File: src/rtl/pifo_task_pkg.sv
// Shared widths, task opcode and task record for the PIFO command intake.
package pifo_task_pkg;

    localparam int PTW   = 8;
    localparam int MTW   = 0;
    localparam int DW    = PTW + MTW;
    localparam int LEVEL = 4;
    localparam int TIDW  = 2;
    localparam int DEPTH = 4;
    localparam int LVLW  = (LEVEL > 1) ? $clog2(LEVEL) : 1;
    localparam int CNTW  = $clog2(DEPTH) + 1;

    typedef enum logic [1:0] {
        OP_NONE    = 2'd0,
        OP_PUSH    = 2'd1,
        OP_POP     = 2'd2,
        OP_PUSHPOP = 2'd3
    } task_op_t;

    typedef struct packed {
        task_op_t            op;
        logic [TIDW-1:0]     tree_id;
        logic [DW-1:0]       data;
    } task_t;

    // Bit 0 is push and bit 1 is pop, so both together give OP_PUSHPOP.
    function automatic task_op_t encode_op(input logic push, input logic pop);
        return task_op_t'({pop, push});
    endfunction

endpackage

File: src/rtl/pifo_task_intake_if.sv
// Per-level command bus and merged task stream of the PIFO intake.
interface pifo_task_intake_if;
    import pifo_task_pkg::*;

    logic [LEVEL-1:0]            i_push;
    logic [LEVEL-1:0]            i_pop;
    logic [LEVEL-1:0][DW-1:0]    i_push_data;
    logic [LEVEL-1:0][TIDW-1:0]  i_tree_id;
    logic [LEVEL-1:0]            o_task_fifo_full;
    logic [LEVEL-1:0]            o_overflow;

    // Task stream: a task moves only on a cycle with o_task_valid && i_task_ready;
    // while o_task_valid is high and i_task_ready low every o_task_* field holds
    // steady, and o_task_valid never depends combinationally on i_task_ready.
    logic                        o_task_valid;
    logic                        i_task_ready;
    logic [LVLW-1:0]             o_task_level;
    task_op_t                    o_task_op;
    logic [TIDW-1:0]             o_task_tree_id;
    logic [DW-1:0]               o_task_data;

    modport slave (
        input  i_push, i_pop, i_push_data, i_tree_id, i_task_ready,
        output o_task_fifo_full, o_overflow, o_task_valid,
               o_task_level, o_task_op, o_task_tree_id, o_task_data
    );

    modport master (
        output i_push, i_pop, i_push_data, i_tree_id, i_task_ready,
        input  o_task_fifo_full, o_overflow, o_task_valid,
               o_task_level, o_task_op, o_task_tree_id, o_task_data
    );

endinterface

File: src/rtl/pifo_task_fifo.sv
// Synchronous per-level task FIFO; writes while full and reads while empty are ignored.
module pifo_task_fifo
    import pifo_task_pkg::*;
(
    input  logic            clk,
    input  logic            rst_n,
    input  logic            wr,
    input  task_t           wr_data,
    input  logic            rd,
    output logic            full,
    output logic            empty,
    output logic [CNTW-1:0] count,
    output task_t           head
);

    localparam int PW = $clog2(DEPTH);

    task_t         mem [DEPTH];
    logic [PW-1:0] wr_ptr;
    logic [PW-1:0] rd_ptr;
    logic          wr_en;
    logic          rd_en;

    // Room is judged on the pre-edge count, so a read on a full FIFO frees nothing this edge.
    assign wr_en = wr && !full;
    assign rd_en = rd && !empty;

    always_ff @(posedge clk) begin
        if (!rst_n) begin
            wr_ptr <= '0;
            rd_ptr <= '0;
            count  <= '0;
        end else begin
            if (wr_en) wr_ptr <= wr_ptr + 1'b1;
            if (rd_en) rd_ptr <= rd_ptr + 1'b1;
            case ({wr_en, rd_en})
                2'b10:   count <= count + 1'b1;
                2'b01:   count <= count - 1'b1;
                default: count <= count;
            endcase
        end
    end

    always_ff @(posedge clk) begin
        if (wr_en) mem[wr_ptr] <= wr_data;
    end

    assign full  = (count == CNTW'(DEPTH));
    assign empty = (count == '0);
    assign head  = mem[rd_ptr];

endmodule

File: src/rtl/pifo_task_intake.sv
// PIFO command intake: per-level task FIFOs merged round-robin into one registered task stream.
module pifo_task_intake
    import pifo_task_pkg::*;
(
    input  logic               i_clk,
    input  logic               i_arst_n,
    pifo_task_intake_if.slave  bus
);

    logic [LEVEL-1:0] cmd;
    logic [LEVEL-1:0] fifo_rd;
    logic [LEVEL-1:0] fifo_full;
    logic [LEVEL-1:0] fifo_empty;
    logic [CNTW-1:0]  fifo_count [LEVEL];
    task_t            fifo_head  [LEVEL];
    task_t            cmd_task   [LEVEL];

    logic             any_ready;
    logic [LVLW-1:0]  grant;
    logic [LVLW-1:0]  arb_idx;
    logic             load;

    logic [LVLW-1:0]  rr_ptr;
    logic             out_valid;
    logic [LVLW-1:0]  out_level;
    task_t            out_task;
    logic [LEVEL-1:0] overflow;

    for (genvar g = 0; g < LEVEL; g++) begin : g_level
        assign cmd[g]      = bus.i_push[g] | bus.i_pop[g];
        assign cmd_task[g] = '{op:      encode_op(bus.i_push[g], bus.i_pop[g]),
                               tree_id: bus.i_tree_id[g],
                               data:    bus.i_push_data[g]};

        pifo_task_fifo u_fifo (
            .clk     (i_clk),
            .rst_n   (i_arst_n),
            .wr      (cmd[g]),
            .wr_data (cmd_task[g]),
            .rd      (fifo_rd[g]),
            .full    (fifo_full[g]),
            .empty   (fifo_empty[g]),
            .count   (fifo_count[g]),
            .head    (fifo_head[g])
        );

        assign bus.o_task_fifo_full[g] = (fifo_count[g] == CNTW'(DEPTH));
    end

    // First non-empty level at or after the round-robin pointer wins.
    always_comb begin
        any_ready = 1'b0;
        grant     = '0;
        arb_idx   = '0;
        for (int i = 0; i < LEVEL; i++) begin
            arb_idx = LVLW'((int'(rr_ptr) + i) % LEVEL);
            if (!any_ready && !fifo_empty[arb_idx]) begin
                any_ready = 1'b1;
                grant     = arb_idx;
            end
        end
    end

    assign load    = (!out_valid || bus.i_task_ready) && any_ready;
    assign fifo_rd = load ? (LEVEL'(1) << grant) : '0;

    always_ff @(posedge i_clk) begin
        if (!i_arst_n) begin
            out_valid <= 1'b0;
            out_level <= '0;
            out_task  <= '0;
            rr_ptr    <= '0;
        end else if (load) begin
            out_valid <= 1'b1;
            out_level <= grant;
            out_task  <= fifo_head[grant];
            rr_ptr    <= (grant == LVLW'(LEVEL - 1)) ? '0 : grant + 1'b1;
        end else if (bus.i_task_ready) begin
            out_valid <= 1'b0;
        end
    end

    // Sticky until reset: a command was dropped because its level was full.
    always_ff @(posedge i_clk) begin
        if (!i_arst_n) begin
            overflow <= '0;
        end else begin
            overflow <= overflow | (cmd & fifo_full);
        end
    end

    assign bus.o_overflow     = overflow;
    assign bus.o_task_valid   = out_valid;
    assign bus.o_task_level   = out_level;
    assign bus.o_task_op      = out_task.op;
    assign bus.o_task_tree_id = out_task.tree_id;
    assign bus.o_task_data    = out_task.data;

endmodule
File: src/flat_wrapper.sv
// flat-port wrapper written by rule: the top's interface ports become plain ports
module pifo_task_intake_flat import pifo_task_pkg::*;
  (i_clk, i_arst_n, bus_i_push, bus_i_pop, bus_i_push_data, bus_i_tree_id, bus_i_task_ready, bus_o_task_fifo_full, bus_o_overflow, bus_o_task_valid, bus_o_task_level, bus_o_task_op, bus_o_task_tree_id, bus_o_task_data);
  pifo_task_intake_if bus_i ();
  input  logic i_clk;
  input  logic i_arst_n;
  input wire logic [$bits(bus_i.i_push)-1:0] bus_i_push;
  input wire logic [$bits(bus_i.i_pop)-1:0] bus_i_pop;
  input wire logic [$bits(bus_i.i_push_data)-1:0] bus_i_push_data;
  input wire logic [$bits(bus_i.i_tree_id)-1:0] bus_i_tree_id;
  input wire logic [$bits(bus_i.i_task_ready)-1:0] bus_i_task_ready;
  output wire logic [$bits(bus_i.o_task_fifo_full)-1:0] bus_o_task_fifo_full;
  output wire logic [$bits(bus_i.o_overflow)-1:0] bus_o_overflow;
  output wire logic [$bits(bus_i.o_task_valid)-1:0] bus_o_task_valid;
  output wire logic [$bits(bus_i.o_task_level)-1:0] bus_o_task_level;
  output wire logic [$bits(bus_i.o_task_op)-1:0] bus_o_task_op;
  output wire logic [$bits(bus_i.o_task_tree_id)-1:0] bus_o_task_tree_id;
  output wire logic [$bits(bus_i.o_task_data)-1:0] bus_o_task_data;
  assign bus_i.i_push = bus_i_push;
  assign bus_i.i_pop = bus_i_pop;
  assign bus_i.i_push_data = bus_i_push_data;
  assign bus_i.i_tree_id = bus_i_tree_id;
  assign bus_i.i_task_ready = bus_i_task_ready;
  assign bus_o_task_fifo_full = bus_i.o_task_fifo_full;
  assign bus_o_overflow = bus_i.o_overflow;
  assign bus_o_task_valid = bus_i.o_task_valid;
  assign bus_o_task_level = bus_i.o_task_level;
  assign bus_o_task_op = bus_i.o_task_op;
  assign bus_o_task_tree_id = bus_i.o_task_tree_id;
  assign bus_o_task_data = bus_i.o_task_data;
  pifo_task_intake u_core (.i_clk(i_clk), .i_arst_n(i_arst_n), .bus(bus_i));
endmodule
File: config.mk
export PLATFORM = sky130hd
export DESIGN_NAME = pifo_task_intake_flat
export DESIGN_NICKNAME = d
export VERILOG_FILES = /design/src/rtl/pifo_task_pkg.sv /design/src/rtl/pifo_task_intake_if.sv /design/src/rtl/pifo_task_fifo.sv /design/src/rtl/pifo_task_intake.sv /design/src/flat_wrapper.sv
export SDC_FILE = /design/constraint.sdc
export NUM_CORES = 1
export LEC_CHECK = 0
export BUFFER_PORTS_ARGS = -buffer_cell sky130_fd_sc_hd__buf_2
export CAP_MARGIN = 40
export CORE_MARGIN = 10
export CORE_UTILIZATION = 60
export CTS_CLUSTER_DIAMETER = 100
export CTS_CLUSTER_SIZE = 8
export DETAILED_ROUTE_END_ITERATION = 8
export GPL_TIMING_DRIVEN = 0
export PLACE_DENSITY = 0.86
export SLEW_MARGIN = 20
export SYNTH_ARGS = -nofsm -noshare
export SYNTH_HDL_FRONTEND = slang
export SYNTH_SLANG_ARGS = --single-unit
File: constraint.sdc
create_clock -name i_clk -period 4.23 [get_ports i_clk]
set_input_delay 0.423 -clock i_clk [delete_from_list [all_inputs] [get_ports i_clk]]
set_output_delay 0.423 -clock i_clk [all_outputs]
set_load 0.02 [all_outputs]
# Word-level counts from Yosys, hierarchy flattened
# Memories as Yosys holds them, arrays and structs flattened. A register that Yosys moved wholly into a read port is not among the register bits.
# Cells that the tools add are included.
[word_totals]
ff_bits = 49
n_memories = 4
rom_bits = 0
latch_bits = 0
out_inout_bits = 23
ramBits = 192
elab_cells = 148
[memory_table]
columns = ["memory", "depth", "width", "read_ports", "rd_clocked_by_memory_dff", "write_ports", "line_no", "rtl"]
rows = [
  ["u_core.g_level[0].u_fifo.mem", 4, 12, 1, 1, 1, "pifo_task_fifo.sv:18", "task_t mem [DEPTH];"],
  ["u_core.g_level[1].u_fifo.mem", 4, 12, 1, 1, 1, "pifo_task_fifo.sv:18", ""],
  ["u_core.g_level[2].u_fifo.mem", 4, 12, 1, 1, 1, "pifo_task_fifo.sv:18", ""],
  ["u_core.g_level[3].u_fifo.mem", 4, 12, 1, 1, 1, "pifo_task_fifo.sv:18", ""],
]
[op_classes]
div_mod_pow = 0
n_mux = 43
magnitude_cmp = 5
add_sub_neg = 20
mul = 0
bitwise_logic = 7
n_reduce_logical = 36
n_shift = 1
n_eq_ne = 13
[op_table]
columns = ["op", "n"]
rows = [
  ["$mux 2", 13],
  ["$bmux 12 s2", 1],
  ["$mux 12", 2],
  ["$pmux 3 s2", 4],
  ["$add 2x1->2 const B", 10],
  ["$mux 1", 18],
  ["$logic_not 1->1", 14],
  ["$add 3x1->3 const B", 4],
  ["$eq 3x3->1 const B", 4],
  ["$logic_and 1x1->1", 12],
  ["$logic_not 3->1", 4],
  ["$lt 2x3->1 const B", 4],
  ["$sub 3x1->3 const B", 4],
  ["$eq 2x2->1 const B", 5],
  ["$reduce_bool 2->1", 5],
  ["$bmux 1 s2", 4],
  ["$eq 2x1->1 const B", 4],
  ["$add 2x2->2 const B", 2],
  ["$and 4x4->4", 1],
  ["$mux 4", 1],
  ["$or 1x1->1", 4],
  ["$or 4x4->4", 1],
  ["$shl 1x2->4 const A", 1],
  ["$ge 3x3->1 const B", 1],
  ["2 further kinds", 2],
]

# Depth between registers and ports, before layout
[depth]
depth_word = 17
ltp_mapped = 12
ltp_nobuf = 12

# Hierarchy
# Synthesis repeated with hierarchy kept, for this count alone.
[hier_totals]
hier_cells = 622
area_unflattened_um2 = 10273.6
[by_module_without_submodules]
columns = ["mod", "cells_each", "n_inst", "area_per_inst_um2"]
rows = [
  ["pifo_task_fifo", 116, 4, 2222.1],
  ["pifo_task_intake", 158, 1, 1385.1],
]

# Least setup slack after synthesis
# OpenSTA, ideal clock, no wires.
[synth_path]
kind = "flip-flop to flip-flop"
startpoint = "register u_core.g_level[2].u_fifo.count[2]"
endpoint = "register u_core.g_level[3].u_fifo.count[2]"
path_stages_with_launch = 13
t_arrival_ns = 2.923
path_buffers = 1
t_required_ns = 4.160
slack_ns = 1.236
path_cell_list = "dfxtp_1 > nor3_4 > a211oi_2 > nor3_4 > buf_4 > ha_1 > and3_1 > ha_1 > inv_1 > fa_1 > xor2_1 > or3_1 > a21oi_1"
[synth_via]
elab_chain_len = 17
elab_cells_between_ends = 33
cone_classes = "eq/ne: 2; shift: 1; mux: 18; reduce/logical: 12"
[synth_rtl]
columns = ["item", "line_no", "rtl"]
rows = [
  ["start, declared", "pifo_task_fifo.sv:12", "output logic [CNTW-1:0] count,"],
  ["start signal, assigned", "pifo_task_fifo.sv:37", "2'b10: count <= count + 1'b1;"],
  ["start signal, assigned", "pifo_task_fifo.sv:38", "2'b01: count <= count - 1'b1;"],
  ["start signal, assigned", "pifo_task_fifo.sv:39", "default: count <= count;"],
  ["$logic_not 3->1 (*)", "pifo_task_fifo.sv:49", "assign empty = (count == '0);"],
  ["$bmux 1 s2", "pifo_task_intake.sv:57", "if (!any_ready && !fifo_empty[arb_idx]) begin"],
  ["$mux 1 (implied by the code)", "pifo_task_intake.sv:57", ""],
  ["$logic_not 1->1", "pifo_task_intake.sv:57", ""],
  ["$logic_and 1x1->1", "pifo_task_intake.sv:57", ""],
  ["$mux 1", "pifo_task_intake.sv:57", ""],
  ["$logic_not 1->1", "pifo_task_intake.sv:57", ""],
  ["$logic_and 1x1->1", "pifo_task_intake.sv:57", ""],
  ["(+2 left out)", "-", ""],
  ["$logic_and 1x1->1", "pifo_task_intake.sv:57", ""],
  ["$mux 2 or $mux 1 (tied branches)", "pifo_task_intake.sv:57", ""],
  ["$shl 1x2->4 or $logic_and 1x1->1 (tied branches)", "pifo_task_intake.sv:65, pifo_task_intake.sv:64", ""],
  ["$mux 4 (*)", "pifo_task_intake.sv:65", "assign fifo_rd = load ? (LEVEL'(1) << grant) : '0;"],
  ["$logic_and 1x1->1 (*)", "pifo_task_fifo.sv:26", "assign rd_en = rd && !empty;"],
  ["net u_core.g_level[3].u_fifo.rd_en", "pifo_task_fifo.sv:22", "logic rd_en;"],
  ["$eq 2x1->1 or $eq 2x2->1 (tied branches)", "pifo_task_fifo.sv:36", "case ({wr_en, rd_en})"],
  ["$pmux 3 s2 or $reduce_bool 2->1 (tied branches)", "-", ""],
  ["end signal, assigned", "pifo_task_fifo.sv:37", ""],
  ["end signal, assigned", "pifo_task_fifo.sv:38", ""],
  ["end signal, assigned", "pifo_task_fifo.sv:39", ""],
  ["end, declared", "pifo_task_fifo.sv:12", ""],
]
# The timed path passes the listed nets; every way through them passes the cells marked *. The select of a mux whose other input is x is not followed.
# A chain may end at the register's enable or synchronous reset.

# Worst setup path in the final report
[layout_path]
startpoint = "register u_core.g_level[0].u_fifo.count[2]"
endpoint = "register u_core.g_level[3].u_fifo.count[2]"
[layout_via]
elab_chain_len = 17
elab_cells_between_ends = 33
cone_classes = "eq/ne: 2; shift: 1; mux: 18; reduce/logical: 12"
[layout_rtl]
columns = ["item", "line_no"]
rows = [
  ["start, declared", "pifo_task_fifo.sv:12"],
  ["start signal, assigned", "pifo_task_fifo.sv:37"],
  ["start signal, assigned", "pifo_task_fifo.sv:38"],
  ["start signal, assigned", "pifo_task_fifo.sv:39"],
  ["$logic_not 3->1 (*)", "pifo_task_fifo.sv:49"],
  ["$bmux 1 s2", "pifo_task_intake.sv:57"],
  ["$mux 1 (implied by the code)", "pifo_task_intake.sv:57"],
  ["$logic_not 1->1", "pifo_task_intake.sv:57"],
  ["$logic_and 1x1->1", "pifo_task_intake.sv:57"],
  ["$mux 1", "pifo_task_intake.sv:57"],
  ["$logic_not 1->1", "pifo_task_intake.sv:57"],
  ["$logic_and 1x1->1", "pifo_task_intake.sv:57"],
  ["(+2 left out)", "-"],
  ["$logic_and 1x1->1", "pifo_task_intake.sv:57"],
  ["$mux 2 or $mux 1 (tied branches)", "pifo_task_intake.sv:57"],
  ["$shl 1x2->4 or $logic_and 1x1->1 (tied branches)", "pifo_task_intake.sv:65, pifo_task_intake.sv:64"],
  ["$mux 4 (*)", "pifo_task_intake.sv:65"],
  ["$logic_and 1x1->1 (*)", "pifo_task_fifo.sv:26"],
  ["net u_core.g_level[3].u_fifo.rd_en", "pifo_task_fifo.sv:22"],
  ["$eq 2x1->1 or $eq 2x2->1 (tied branches)", "pifo_task_fifo.sv:36"],
  ["$pmux 3 s2 or $reduce_bool 2->1 (tied branches)", "-"],
]
# Marks and branches as above.

==> qor.csv <==
stage,metric,value,unit
cts,clk root buf,clkbuf_16,
floorplanning,Initial Utilization,61.9,%
placed_design,# port buffers,73,
hold_path,hold depth,1,
cts,TritonCTS buffer count,37,
logic_synthesis,syn nets,664,
cts,Post-CTS Setup Repair Bufs,0,
timing,"Setup violations, final",0,
timing,relative slew slack,46.2,%
worst_setup_path,Max stage delay on crit path,0.49,ns
worst_setup_path,CP max-delay cell,o31ai_1,
cts,later-pin clock latency in the skew report,0.50,ns
global_routing,grt total ovfl,0,
logic_synthesis,warnings from Yosys,0,
worst_setup_path,CP Data Required Time,4.65,ns
cts,CTS max path bufs,3,
route,total number of vias,5800,
cts,CTS Sinks,249,
logic_synthesis,Mapped Avg Cell Area,16.9,um2
placed_design,Cells after DPL,880,
worst_setup_path,startpoint types,register,
worst_setup_path,Worst path depth,12,
route,DRC,0,
cts,Resized Gates After CTS,0,
logic_synthesis,commonest cells in the netlist,"edfxtp_1 (192), dfxtp_1 (57), mux4_2 (48)",
global_routing,first-pass GRT wire length,35300,um
cts,hold buffer count at cts,0,
global_routing,vias in the first global route,6106,
finish,"non-filler cells, final",952,
route,routed len/inst,24.0,um
finish,share of cells above drive strength 1,25.0,%
timing,Tightest Pin Transition,0.801,ns
worst_setup_path,CP arrival,4.09,ns
cts,Worst-path clk slew,0.05,ns
route,initial drt markers,522,
logic_synthesis,Synth cell types,43,
floorplanning,die area,22100,um2
pwr,Pwr Density,730,nW/um2
pwr,Total Power,8.56,mW
timing,Fin Hold WS,0.137,ns
logic_synthesis,synthesized area,9930,um2
cts,CTS tree,yes,
timing,RSZ-0062 raised after global routing,false,
logic_synthesis,top post-synthesis cells by area,"edfxtp_1 (58%), dfxtp_1 (11%), mux4_2 (11%), mux2i_1 (3.2%), ha_1 (2.6%)",
flow_run,Max Cap Viol,0,
finish,FF+latch area,6910,um2
logic_synthesis,mux cell area share after synthesis,14.1,%
logic_synthesis,ys async rst share,0,%
finish,NumNets Final,780,
route,overall routed net length,22800,um
floorplanning,# rows,46,
timing,min Tclk post-route,3.67,ns
logic_synthesis,"Seq/Total Area, Yosys",69.5,%
timing,Slew Limit Fails,0,
logic_synthesis,"EDFF count, synth",192,
pwr,Lkg Pwr,4.21,nW
worst_setup_path,CP Capture Type,register,
worst_setup_path,Crit path buffers/inverters,2,
route,antenna-violating nets left,0,
logic_synthesis,Synth Area in Adders,3.45,%
logic_synthesis,"count leader, synth",edfxtp_1,
finish,footprint of the multi-input gates,2810,um2
logic_synthesis,XOR/XNOR Fraction of Synth Area,1.23,%
route,Via density,6.09,
finish,fillcell total,884,
timing,Final Hold Vio Count,0,
timing,fmax,273,MHz
timing,Tcrit/Tclk final,86.7,%
pwr,VDD IR-drop max,0.519,mV
worst_setup_path,"CP delay by family, top",simple AND/OR/NAND/NOR gates,
floorplanning,Die Y-Extent,149,um
logic_synthesis,main combinational cell family by area after synthesis,multiplexers,
timing,final setup skew,0.0228,ns
floorplanning,# IOs,74,
floorplanning,Die X-Extent,149,um
worst_setup_path,worst setup path class,reg -> reg,
logic_synthesis,"Top FF cell, synth",edfxtp_1,
cts,H-tree depth,2,
logic_synthesis,post-synthesis simple-gate area fraction,6.07,%
global_routing,GRT Util Overall,20.8,%
timing,Final TNS setup,0,ns
logic_synthesis,post-synthesis compound-gate area fraction,3.40,%
outcome,status,finished clean,
logic_synthesis,cell count after synthesis,588,
floorplanning,core box area,16100,um2
logic_synthesis,#FFs+latches synth,249,
worst_setup_path,critical-path cell list,o31ai_1 > a21oi_1 > nor3_4 > buf_4 > ha_1 > and3_1 > ha_1 > inv_1 > fa_1 > xor2_1 > or3_1 > a21oi_1,
worst_setup_path,crit path max fanout,10,
route,1st-pass router iterations,5,
global_routing,initial antenna violation count,2,
placed_design,GP Congestion,0.833,
logic_synthesis,Yosys top cell by area,edfxtp_1,
global_routing,largest net degree at the start of global routing,13,
worst_setup_path,R2R cell count,12,
placed_design,Final HPWL DP,14200,um
hold_path,Hold Crit Class,in -> reg,
finish,Area growth syn-to-layout,17.9,%
logic_synthesis,Yosys top cell area share,58.0,%
==> registers in the layout, indices dropped and copies added, names as in the netlist, named ones only <==
name and cells:
u_core.g_level.u_fifo.mem 192, u_core.g_level.u_fifo.count 12, u_core.bus.o_task_data 8, u_core.g_level.u_fifo.rd_ptr 8, u_core.g_level.u_fifo.wr_ptr 8, u_core.bus.o_overflow 4, u_core.bus.o_task_level 2, u_core.bus.o_task_op 2
u_core.bus.o_task_tree_id 2, u_core.rr_ptr 2, u_core.bus.o_task_valid 1
==> cell usage in the layout, fill, tap and decap left out, types with 8 or more instances in the layout <==
cell	n
clkbuf_16	39
xor2_1	9
o221ai_1	12
o21ai_0	8
buf_2	74
nand2_1	25
nor2_1	40
dfxtp_1	57
clkbuf_1	39
mux2i_1	32
ha_1	21
a21oi_1	22
mux4_2	48
and2_1	16
inv_1	30
edfxtp_1	192
==> per-layer routing <==
layer  share of wire [%]  GRT usage, %  vias to the layer above
li1                    -             -                     2504
met1                  39          25.7                     2956
met2                  52          35.5                      288
met3                 6.9          4.25                       52
met4                 2.5          7.38                        0
met5                   0             0                        -
==> cell type report <==
class                           instances  share of cell area (%)
Clock buffer                           66                    9.19
Timing Repair Buffer                   77                    3.50
Buffer                                 21                   0.876
Antenna cell                            3                  0.0641
Tap cell                              216                    2.31
Multi-Input combinational cell        287                    24.0
Clock inverter                          2                   0.150
Sequential cell                       249                    58.9
Inverter                               31                   0.993
==> worst paths after layout <==
path	to	start	slack (ns)
setup / recovery	u_core.g_level[3].u_fifo.count[2]	u_core.g_level[0].u_fifo.count[2]	0.56
hold / removal	u_core.g_level[0].u_fifo.mem[2][2]	bus_i_push_data[2]	0.14
setup reg to reg	u_core.g_level[3].u_fifo.count[2]	u_core.g_level[0].u_fifo.count[2]	0.56
hold reg to reg	u_core.bus.o_overflow[0]	u_core.bus.o_overflow[0]	0.44
==> power breakdown <==
group | internal, mW | leakage [nW] | total, mW | switching, mW
Clock | 1.71 | 0.521 | 2.71 | 0.999
Combinational | 0.986 | 1.44 | 2.41 | 1.42
Sequential | 3.18 | 2.25 | 3.44 | 0.264
==> logic make-up (layout without fill, tap and decap cells) <==
logic type               count (synthesis)  count (layout)
adder cells (fa/ha/maj)                 25              25
flip-flops                             249             249
AND/OR/NAND/NOR                        116             116
other                                    0               3
AO/OA/AOI/OAI                           52              52
XOR/XNOR                                14              14
buffers and inverters                   52             197
multiplexers                            80              80
==> metrics by stage <==
| stage | cell area (um2) | setup WS (ns) | utilization, % |
|---|---|---|---|
| final | 11700 | 0.561 | 73.0 |
| after global routing | 11700 | 0.326 | 72.9 |
| after CTS | 11700 | 0.620 | 72.8 |
| after detailed placement | 10600 | 0.610 | 66.0 |
| after global placement | 10600 | 0.836 | 65.8 |
| after floorplan | 9930 | 1.24 | - |
(Power assumes the default switching activity.)
